<file path="src/rtl/reg_file_wr_arbiter_if.sv">
// Write-port bus between the two requesters, the arbiter, and the register file.
// master = requester/register-file side, slave = arbiter.
interface reg_file_wr_arbiter_if #(
    parameter int DATA_WIDTH = 32,
    parameter int ADDR_WIDTH = 5
) ();
    logic                  req0_valid;
    logic [ADDR_WIDTH-1:0] req0_reg;
    logic [DATA_WIDTH-1:0] req0_data;
    logic                  req0_ready;
    logic                  req1_valid;
    logic [ADDR_WIDTH-1:0] req1_reg;
    logic [DATA_WIDTH-1:0] req1_data;
    logic                  req1_ready;
    logic                  wr_en;
    logic [ADDR_WIDTH-1:0] wr_reg;
    logic [DATA_WIDTH-1:0] wr_data;
    logic                  busy;

    modport master (
        output req0_valid, req0_reg, req0_data, req1_valid, req1_reg, req1_data,
        input  req0_ready, req1_ready, wr_en, wr_reg, wr_data, busy
    );

    modport slave (
        input  req0_valid, req0_reg, req0_data, req1_valid, req1_reg, req1_data,
        output req0_ready, req1_ready, wr_en, wr_reg, wr_data, busy
    );
endinterface

</file>
<file path="src/rtl/reg_file_wr_arbiter.sv">
// Round-robin arbiter for the register file's single write port, with a
// post-reset sweep that zeroes x1..x(2**ADDR_WIDTH-1).
module reg_file_wr_arbiter #(
    parameter int DATA_WIDTH     = 32,
    parameter int ADDR_WIDTH     = 5,
    parameter bit CLEAR_ON_RESET = 1'b1
) (
    input logic                clk,
    input logic                rst,
    reg_file_wr_arbiter_if.slave bus
);
    typedef enum logic {CLEAR, RUN} state_t;

    localparam logic [ADDR_WIDTH-1:0] LAST_REG  = '1;
    localparam logic [ADDR_WIDTH-1:0] FIRST_REG = ADDR_WIDTH'(1);

    state_t                          state_q, state_d;
    logic [ADDR_WIDTH-1:0]           clr_cnt;
    logic                            last_grant;
    logic                            wr_en_q;
    logic [ADDR_WIDTH-1:0]           wr_reg_q;
    logic [DATA_WIDTH-1:0]           wr_data_q;

    logic [1:0]                      valid, ready;
    logic [1:0][ADDR_WIDTH-1:0]      req_reg;
    logic [1:0][DATA_WIDTH-1:0]      req_data;
    logic                            gnt;

    assign valid    = {bus.req1_valid, bus.req0_valid};
    assign req_reg  = {bus.req1_reg,   bus.req0_reg};
    assign req_data = {bus.req1_data,  bus.req0_data};

    always_comb begin
        state_d = state_q;
        ready   = 2'b00;
        if (state_q == CLEAR) begin
            if (clr_cnt == LAST_REG) state_d = RUN;
        end else if (&valid) begin
            // conflict: the requester not served last wins
            ready[~last_grant] = 1'b1;
        end else begin
            ready = valid;
        end
    end

    // ready is one-hot or zero, so bit 1 alone names the winner
    assign gnt = ready[1];

    always_ff @(posedge clk or posedge rst) begin
        if (rst) begin
            state_q    <= CLEAR_ON_RESET ? CLEAR : RUN;
            clr_cnt    <= FIRST_REG;
            last_grant <= 1'b1;
            wr_en_q    <= 1'b0;
            wr_reg_q   <= '0;
            wr_data_q  <= '0;
        end else begin
            state_q <= state_d;
            if (state_q == CLEAR) begin
                wr_en_q   <= 1'b1;
                wr_reg_q  <= clr_cnt;
                wr_data_q <= '0;
                if (clr_cnt != LAST_REG) clr_cnt <= clr_cnt + 1'b1;
            end else if (|ready) begin
                // x0 writes are accepted but never reach the file
                wr_en_q    <= (req_reg[gnt] != '0);
                wr_reg_q   <= req_reg[gnt];
                wr_data_q  <= req_data[gnt];
                last_grant <= gnt;
            end else begin
                wr_en_q <= 1'b0;
            end
        end
    end

    assign bus.req0_ready = ready[0];
    assign bus.req1_ready = ready[1];
    assign bus.wr_en      = wr_en_q;
    assign bus.wr_reg     = wr_reg_q;
    assign bus.wr_data    = wr_data_q;
    assign bus.busy       = (state_q == CLEAR);
endmodule
</file>
<file path="src/flat_wrapper.sv">
// flat-port wrapper written by rule: the top's interface ports become plain ports
module reg_file_wr_arbiter_flat 
#(
    parameter int DATA_WIDTH     = 32,
    parameter int ADDR_WIDTH     = 5,
    parameter bit CLEAR_ON_RESET = 1'b1
)
  (clk, rst, bus_req0_valid, bus_req0_reg, bus_req0_data, bus_req1_valid, bus_req1_reg, bus_req1_data, bus_req0_ready, bus_req1_ready, bus_wr_en, bus_wr_reg, bus_wr_data, bus_busy);
  reg_file_wr_arbiter_if #(.DATA_WIDTH(DATA_WIDTH), .ADDR_WIDTH(ADDR_WIDTH)) bus_i ();
  input logic clk;
  input logic rst;
  input wire logic [$bits(bus_i.req0_valid)-1:0] bus_req0_valid;
  input wire logic [$bits(bus_i.req0_reg)-1:0] bus_req0_reg;
  input wire logic [$bits(bus_i.req0_data)-1:0] bus_req0_data;
  input wire logic [$bits(bus_i.req1_valid)-1:0] bus_req1_valid;
  input wire logic [$bits(bus_i.req1_reg)-1:0] bus_req1_reg;
  input wire logic [$bits(bus_i.req1_data)-1:0] bus_req1_data;
  output wire logic [$bits(bus_i.req0_ready)-1:0] bus_req0_ready;
  output wire logic [$bits(bus_i.req1_ready)-1:0] bus_req1_ready;
  output wire logic [$bits(bus_i.wr_en)-1:0] bus_wr_en;
  output wire logic [$bits(bus_i.wr_reg)-1:0] bus_wr_reg;
  output wire logic [$bits(bus_i.wr_data)-1:0] bus_wr_data;
  output wire logic [$bits(bus_i.busy)-1:0] bus_busy;
  assign bus_i.req0_valid = bus_req0_valid;
  assign bus_i.req0_reg = bus_req0_reg;
  assign bus_i.req0_data = bus_req0_data;
  assign bus_i.req1_valid = bus_req1_valid;
  assign bus_i.req1_reg = bus_req1_reg;
  assign bus_i.req1_data = bus_req1_data;
  assign bus_req0_ready = bus_i.req0_ready;
  assign bus_req1_ready = bus_i.req1_ready;
  assign bus_wr_en = bus_i.wr_en;
  assign bus_wr_reg = bus_i.wr_reg;
  assign bus_wr_data = bus_i.wr_data;
  assign bus_busy = bus_i.busy;
  reg_file_wr_arbiter #(.DATA_WIDTH(DATA_WIDTH), .ADDR_WIDTH(ADDR_WIDTH), .CLEAR_ON_RESET(CLEAR_ON_RESET)) u_core (.clk(clk), .rst(rst), .bus(bus_i));
endmodule
</file>
<file path="config.mk">
export PLATFORM = sky130hd
export DESIGN_NAME = reg_file_wr_arbiter_flat
export DESIGN_NICKNAME = d
export VERILOG_FILES = /design/src/rtl/reg_file_wr_arbiter_if.sv /design/src/rtl/reg_file_wr_arbiter.sv /design/src/flat_wrapper.sv
export SDC_FILE = /design/constraint.sdc
export NUM_CORES = 1
export LEC_CHECK = 0
export ABC_AREA = 1
export CORE_MARGIN = 2
export CORE_UTILIZATION = 60
export CTS_CLUSTER_SIZE = 24
export DETAILED_ROUTE_END_ITERATION = 12
export DONT_BUFFER_PORTS = 1
export PLACE_DENSITY = 0.82
export SKIP_CTS_REPAIR_TIMING = 1
export SLEW_MARGIN = 20
export SYNTH_ARGS = -nofsm -noshare
export SYNTH_HDL_FRONTEND = slang
export SYNTH_SLANG_ARGS = --single-unit
</file>
<file path="constraint.sdc">
create_clock -name clk -period 2.09 [get_ports clk]
set_input_delay 0.209 -clock clk [delete_from_list [all_inputs] [get_ports clk]]
set_output_delay 0.209 -clock clk [all_outputs]
set_load 0.02 [all_outputs]
</file>
==> results of run 1 <==
## how the worst max path moves through the flow
stage                   endpoint  slack (ps)  depth (start not counted)
6_report          bus_req0_ready         230                          3
5_1_grt         u_core.bus.wr_en         120                          9
4_1_cts           bus_req0_ready         230                          3
3_5_place_dp    u_core.bus.wr_en         300                          9
3_3_place_gp    u_core.bus.wr_en         430                          9
2_1_floorplan  u_core.clr_cnt[3]         590                          7
## metrics by stage
stage               setup WS [ps]  hold WS (ps)
detailed placement            296           134
global route                  124          79.3
CTS                           231          -178
global placement              431           137
finish                        227          93.8
floorplan                     593           375
## cells in the mapped netlist
| master | n |
|---|---|
| nor2_1 | 38 |
| o221ai_1 | 1 |
| nand4_1 | 1 |
| nand2_1 | 59 |
| clkinv_2 | 1 |
| ha_1 | 2 |
| o21ai_4 | 1 |
| buf_4 | 2 |
| nand2_4 | 3 |
| xor2_1 | 3 |
| a21oi_4 | 1 |
| buf_6 | 11 |
| inv_1 | 11 |
| o21ai_0 | 6 |
| o211ai_1 | 1 |
| inv_6 | 1 |
| o21ai_1 | 39 |
| inv_4 | 1 |
| dfrtp_1 | 43 |
| nand2_2 | 1 |
| dfstp_2 | 2 |
| a22oi_1 | 2 |
| o22a_1 | 1 |
| nand3_1 | 6 |
| a211oi_1 | 1 |
| o21ai_2 | 20 |
## worst register-to-register path, stage by stage, from the launching register on
cell	delay, ps
dfrtp_1	610
nand2_2	150
clkinv_2	120
nand2_4	250
nand2_1	160
nand2_1	90
nor2_1	120
nand3_1	80
nand2_1	60
inv_1	40
## power groups by stage
stage / Sequential (mW) / Clock (mW) / Combinational (mW)
global route: 1.14 / 0.715 / 0.291
detailed placement: 1.15 / 0 / 0.257
CTS: 1.14 / 0.674 / 0.257
finish: 1.14 / 0.656 / 0.253
floorplan: 1.13 / 0 / 0.231
global placement: 1.15 / 0 / 0.247
## logic make-up after synthesis
| family | Yosys count |
|---|---|
| AOI/OAI and AO/OA | 73 |
| buffers and inverters | 27 |
| xor gates and xnor gates | 3 |
| and+or+nand+nor | 108 |
| adders and majority gates | 2 |
| DFF | 45 |
## cell usage in the layout, fill, tap and decap left out, types with 2 or more instances in the layout
cell	n
xor2_1	3
o21ai_0	6
nand2_1	59
buf_4	3
dfrtp_1	43
nand3_1	6
clkbuf_8	6
a22oi_1	2
inv_1	10
ha_1	2
o21ai_2	20
dfstp_2	2
o21ai_1	39
nor2_1	38
nand2_4	3
## cell type report
| cell class | count | area, um^2 |
|---|---|---|
| tap | 48 | 60.1 |
| timing repair buffer | 5 | 52.6 |
| inverter | 14 | 61.3 |
| clock inverter | 1 | 30.0 |
| fill | 327 | 1270 |
| sequential | 45 | 1130 |
| multi-input combinational | 186 | 972 |
| clock buffer | 7 | 86.3 |
## per-layer routing
layer  up-vias  global-route usage [%]  part of all wire [%]
met5         -                       0                     0
met4         0                    8.07                   1.4
met3         9                    6.47                    10
met2        95                    42.4                    49
met1       835                    29.0                    39
li1        842                       -                     -
==> impl_metrics.ini, run 1 <==
[pwr]
p_clk_share_pct = 32.1
pwr-share-seq_pct = 55.5
power-per-cell-area_mw_per_mm2 = 855
ir_worst_vdd_mv = 0.552
totalPowerFinal_mw = 2.04
internal-power_mw = 1.44
combinationalPowerShare_pct = 12.4
p_sw_mw = 0.604
sw_frac_of_total_pct = 29.5
p_leak_nw = 1.07

[worst_setup_path]
cp.required_ps = 1880
reg2reg_slack_ps = 310
r2r_cells = 9
crit_path_start_kind = flip-flop
cp_slowest_cell = dfrtp_1
critPathCaptureType = primary output
cpPeakStageDelay_ps = 610
crit_arrival_ps = 1650
path_class = reg -> out
path_delay_family = flip-flops
path_cells = inv_1, a211oi_1, buf_4
r2r-start = u_core.state_q
startpoint = u_core.state_q
crit_buf_inv = 2
r2r-end = u_core.bus.wr_en
crit_fanout = 9

[finish]
design_area_mm2 = 0.00239
final_nets = 337
area_delta_synth_final_pct = 3.92
layout-drive-gt1-share_pct = 16.7
insertedDiodeCount = 0
fin_cells = 306
largest_reg_flops = 32
fin_util_pct = 65.3

[cts]
cts_max_level = 2
clock-sinks = 45
path_clk_slew_ps = 80
cts_tree = done
root_buffer = clkbuf_8
cts_buffer_depth = 2
worstSkewPairLatency_ps = 280
cts_buffers = 5

[timing]
fin_crit_sh_pct = 89.2
drv_slew = 0
tightest_slew_ps = 470
setup_tns_ps = 0
fin_crit_ps = 1860
clock_skew_ps = 4.19
setup_viol = 0
max_freq_mhz = 537
timing_hold_violations_final = 0
max-slew-margin-rel_pct = 68.6
rsz0062_at_grt = no

[synth]
synth_compound_area_share_pct = 20.9
ys_ff_latch = 45
synth_top_area_cell = dfrtp_1
ys_types = 26
ys.warnings.count = 0
yosys-top-cells-area = dfrtp_1, nand2_1, o21ai_1
syn-cell-area_mm2 = 0.00230
synth_top_family_by_area = compound AO/OA/AOI/OAI gates
syn_area_per_cell_um2 = 8.92
synth.mux.area_fraction_pct = 0
yosys.area_share.simple_pct = 19.1
seq_area_frac_synth_pct = 49.0
synth_xor_area_share_pct = 1.14
synth_nets = 338
syn_inst = 258
synthAdderAreaFrac_pct = 1.09
synth_top_area_share_pct = 46.8

[grt]
grt_pass1_vias = 1732
track_usage_pct = 24.3
grt_max_degree = 38
grt_pass1_wl_um = 8020
gr-total-overflow = 0
antenna_found_initial = 0

[hold_path]
holdPathEnd = u_core.bus.wr_data[6]
hp-start = bus_req1_data[6]
min_path_type = in -> reg
whs_path_depth = 2

[drt]
via_per_inst = 5.82
route.detailed.drc = 0
ant_nets = 0
drt-initial-drc-count = 97
vias = 1781
first_pass_iters = 6
wirelength_um = 4920
routedWlPerCell_um = 16.1

[floorplan]
die_y_um = 65.9
core_area_mm2 = 0.00366
ios = 119
die-area_mm2 = 0.00435
rows = 22
initial_core_util_pct = 62.9
die_width_um = 65.9

[placed_design]
place_hpwl_um = 3640
io_buffers = 0
dpl_cell_area_mm2 = 0.00226
placedCellCount = 297
globalplace.congestion = 0.782

[job]
drv_cap = 0

[run_status]
status = completed
Power figures use the tool's default switching activity.
==> inputs of run 2 (changes only) <==
==> constraint.sdc (replaced) <==
create_clock -name clk -period 2.09 [get_ports clk]
set_input_delay 0.209 -clock clk [delete_from_list [all_inputs] [get_ports clk]]
set_output_delay 0.209 -clock clk [all_outputs]
set_load 0.05 [all_outputs]
==> run 2 against run 1 <==
Clock power decreased by 18%. Via count is 1.0% lower. Routed wire length rose by 2.8%. Worst hold slack got worse by 9.2 ps. Die area did not move. Setup slack improved by 170 ps. Critical path type is now reg -> reg. Total power is 4.2% higher.
==> impl_metrics.ini, run 2 (synthesized netlist as in run 1, its figures left out) <==
[timing]
fin_crit_ps = 1700
drv_slew = 0
tightest_slew_ps = 536
fin_crit_sh_pct = 81.1
rsz0062_at_grt = no
max-slew-margin-rel_pct = 64.3
timing_hold_violations_final = 0
setup_tns_ps = 0
setup_viol = 0
clock_skew_ps = 4.68
max_freq_mhz = 590

[pwr]
ir_worst_vdd_mv = 0.508
p_leak_nw = 1.06
power-per-cell-area_mw_per_mm2 = 895
pwr-share-seq_pct = 62.5
combinationalPowerShare_pct = 12.2
totalPowerFinal_mw = 2.13
p_clk_share_pct = 25.3
sw_frac_of_total_pct = 38.3
p_sw_mw = 0.815
internal-power_mw = 1.31

[drt]
first_pass_iters = 4
drt-initial-drc-count = 78
routedWlPerCell_um = 16.4
ant_nets = 0
via_per_inst = 5.71
route.detailed.drc = 0
wirelength_um = 5060
vias = 1763

[placed_design]
place_hpwl_um = 3520
globalplace.congestion = 0.801
io_buffers = 0

[finish]
final_common_cell = nand2_1
final_nets = 340
layout-drive-gt1-share_pct = 17.6
register_area_mm2 = 0.00113
most-common-layout-cells = nand2_1, dfrtp_1, o21ai_1, nor2_1, o21ai_2
fillers = 326
largest_reg_flops = 32
multi_input_area_um2 = 977
area_delta_synth_final_pct = 3.43
insertedDiodeCount = 0

[floorplan]
rows = 22
die_width_um = 65.9
die_y_um = 65.9
core_area_mm2 = 0.00366
ios = 119
initial_core_util_pct = 62.9
die-area_mm2 = 0.00435

[worst_setup_path]
cp.required_ps = 2260
r2r_cells = 7
critPathCaptureType = flip-flop
path_class = reg -> reg
crit_arrival_ps = 1870
cpPeakStageDelay_ps = 420
crit_path_start_kind = flip-flop
crit_buf_inv = 0
path_depth = 7
path_delay_family = simple AND/OR/NAND/NOR gates
cp_slowest_cell = dfrtp_1
path_cells = ha_1, nand2_1, nor2_1, ha_1, nor2_1, nand4_1, xor2_1
crit_fanout = 6

[cts]
cts_buffer_depth = 2
root_buffer = clkbuf_8
cts_max_level = 2
cts_buffers = 5
worstSkewPairLatency_ps = 290
cts_tree = done
path_clk_slew_ps = 80
clock-sinks = 45

[hold_path]
min_path_type = in -> reg
whs_path_depth = 2

[grt]
grt_pass1_wl_um = 7850
antenna_found_initial = 0
gr-total-overflow = 0
track_usage_pct = 24.1
grt_max_degree = 38
grt_pass1_vias = 1649

[job]
drv_cap = 0

[run_status]
status = completed
-- run 2: final cells by class --
type,count,area share [%]
flip-flops and latches,45,47.4
clock buffers,8,3.79
multi-input cells,186,41.1
well taps,48,2.52
repair buffers,8,2.63
inverters,14,2.58
-- run 2: metrics by stage --
stage	cell area, um^2	util, %	cells	setup slack [ps]	hold WS, ps
after global placement	2280	62.3	300	539	87.7
after detailed placement	2280	62.3	300	479	91.2
after global routing	2380	65.0	309	255	71.7
after CTS	2370	64.7	308	385	-228
after floorplan	2310	-	258	391	375
final	2380	65.0	309	395	84.6
-- run 2: worst paths after layout --
| path | startpoint | end | slack, ps |
|---|---|---|---|
| setup / recovery | u_core.clr_cnt[1] | u_core.clr_cnt[3] | 390 |
| hold / removal | bus_req1_data[6] | u_core.bus.wr_data[6] | 80 |
| setup reg to reg | u_core.clr_cnt[1] | u_core.clr_cnt[3] | 390 |
| hold reg to reg | u_core.clr_cnt[4] | u_core.clr_cnt[4] | 540 |
| max in group asynchronous | rst | u_core.last_grant | 1150 |
| min in group asynchronous | rst | u_core.bus.wr_data[31] | 350 |
-- run 2: power by group through the flow --
| stage | combinational (mW) | sequential, mW | clock [mW] |
|---|---|---|---|
| 5_1_grt | 0.296 | 1.34 | 0.591 |
| 2_1_floorplan | 0.239 | 1.33 | 0 |
| 6_report | 0.260 | 1.33 | 0.539 |
| 4_1_cts | 0.263 | 1.33 | 0.554 |
| 3_3_place_gp | 0.253 | 1.35 | 0 |
| 3_5_place_dp | 0.263 | 1.35 | 0 |
-- run 2: metal layers --
metal | vias to the layer above | track usage (%) | part of all wire [%]
met5 | - | 0 | 0
met4 | 0 | 7.03 | 1.3
met3 | 8 | 10.9 | 11
met2 | 87 | 40.4 | 48
met1 | 822 | 27.7 | 39
li1 | 846 | - | -
-- run 2: worst reg2reg max path, stage by stage (launching register included) --
cell and delay, ps:
dfrtp_1 420, ha_1 220, nand2_1 100, nor2_1 60, ha_1 170, nor2_1 300
nand4_1 160, xor2_1 170
==> inputs of run 3 (changes only) <==
clock period = 1.6 ns   (was 2.09 ns; I/O delays follow)
==> run 3 against run 2 <==
Clock skew down 2.1 ps. Cell area grew 3.8%. Critical path type is now reg -> out. Highest routed layer unchanged. Largest power group unchanged. Largest cell class unchanged. Clock power increased by 29%.
==> impl_metrics.ini, run 3 (synthesized netlist as in run 1, its figures left out) <==
[grt]
grt_pass1_wl_um = 8000
gr-total-overflow = 0
track_usage_pct = 24.7
antenna_found_initial = 0
grt_pass1_vias = 1734
grt_max_degree = 38

[timing]
setup_viol = 0
fin_crit_ps = 1570
timing_hold_violations_final = 0
clock_skew_ps = 2.62
setup_tns_ps = 0
max-slew-margin-rel_pct = 64.4
rsz0062_at_grt = yes
tightest_slew_ps = 534
drv_slew = 0
max_freq_mhz = 638
fin_crit_sh_pct = 98.0

[drt]
drt-initial-drc-count = 88
route.detailed.drc = 0
routedWlPerCell_um = 16.3
vias = 1783
ant_nets = 0
wirelength_um = 5110
via_per_inst = 5.68
first_pass_iters = 4

[floorplan]
die_width_um = 65.9
core_area_mm2 = 0.00366
rows = 22
die-area_mm2 = 0.00435
ios = 119
die_y_um = 65.9
initial_core_util_pct = 62.9

[finish]
final_common_cell = nand2_1
fin_cells = 314
fin_util_pct = 67.5
insertedDiodeCount = 0
layout-drive-gt1-share_pct = 21.4
final_nets = 345
most-common-layout-cells = nand2_1, dfrtp_1, o21ai_1, nor2_1, o21ai_2
largest_reg_flops = 32
area_delta_synth_final_pct = 7.40

[cts]
path_clk_slew_ps = 70
cts_buffer_depth = 2
worstSkewPairLatency_ps = 290
root_buffer = clkbuf_8
cts_max_level = 2
clock-sinks = 45
cts_buffers = 5
cts_tree = done

[pwr]
p_leak_nw = 1.10
totalPowerFinal_mw = 2.81
p_clk_share_pct = 24.8
p_sw_mw = 1.07
pwr-share-seq_pct = 61.8
ir_worst_vdd_mv = 0.617
combinationalPowerShare_pct = 13.3
power-per-cell-area_mw_per_mm2 = 1140
sw_frac_of_total_pct = 38.0
internal-power_mw = 1.74

[job]
drv_cap = 0

[worst_setup_path]
cp.required_ps = 1440
path_delay_family = flip-flops
endpoint = bus_req0_ready
path_depth = 3
r2r-start = u_core.clr_cnt[0]
path_class = reg -> out
reg2reg_slack_ps = 100
crit_fanout = 3
r2r_cells = 9
critPathCaptureType = primary output
r2r-end = u_core.clr_cnt[4]
cpPeakStageDelay_ps = 600
crit_buf_inv = 2
cp_slowest_cell = dfstp_2
path_cells = inv_2, a211oi_4, buf_12
startpoint = u_core.last_grant
crit_path_start_kind = flip-flop
crit_arrival_ps = 1410

[placed_design]
io_buffers = 0
placedCellCount = 303
globalplace.congestion = 0.833
place_hpwl_um = 3750

[hold_path]
whs_path_depth = 2
min_path_type = in -> reg
hp-start = bus_req1_data[6]

[run_status]
status = completed
==> run 3: power by group through the flow <==
stage                     Clock [mW]  Combinational (mW)  Sequential, mW
after floorplan                    0               0.315            1.73
after global placement             0               0.360            1.76
after detailed placement           0               0.374            1.76
after CTS                      0.716               0.374            1.74
after global routing           0.767               0.424            1.75
final                          0.697               0.375            1.74
==> run 3: worst min-delay path by stage <==
stage	end	slack [ps]
4_1_cts	u_core.bus.wr_data[25]	-200
6_report	u_core.bus.wr_data[6]	40
3_3_place_gp	u_core.bus.wr_data[25]	110
5_1_grt	u_core.bus.wr_data[8]	20
2_1_floorplan	u_core.bus.wr_data[0]	330
3_5_place_dp	u_core.bus.wr_data[25]	110
==> run 3: stage by stage <==
step | hold WS (ps) | cell area (um^2) | worst slack, ps
final | 35.6 | 2470 | 31.5
after detailed placement | 113 | 2350 | 87.9
after global placement | 107 | 2350 | 176
after CTS | -204 | 2440 | -79.6
after global routing | 24.9 | 2470 | -10.0
after floorplan | 326 | 2310 | 103
==> run 3: worst register-to-register path: stages, from the launching register on <==
cell	delay [ps]
dfstp_2	540
ha_2	180
nand2_1	60
nor2_1	110
ha_2	180
nor2_2	50
buf_4	160
inv_2	70
nand2_1	50
nand2_1	50
==> run 3: final cells by class <==
class / count / area (um^2)
inverters: 14 / 61.3
flip-flops and latches: 45 / 1130
clock buffers: 8 / 90.1
well taps: 48 / 60.1
multi-input cells: 186 / 992
repair buffers: 13 / 138
fillers: 308 / 1190
==> run 3: routing by layer <==
layer,wire [um],vias to the layer above,GRT usage (%)
met4,57,0,9.38
met2,2510,81,40.7
li1,-,855,-
met3,473,5,8.01
met1,2070,842,30.2
met5,0,-,0
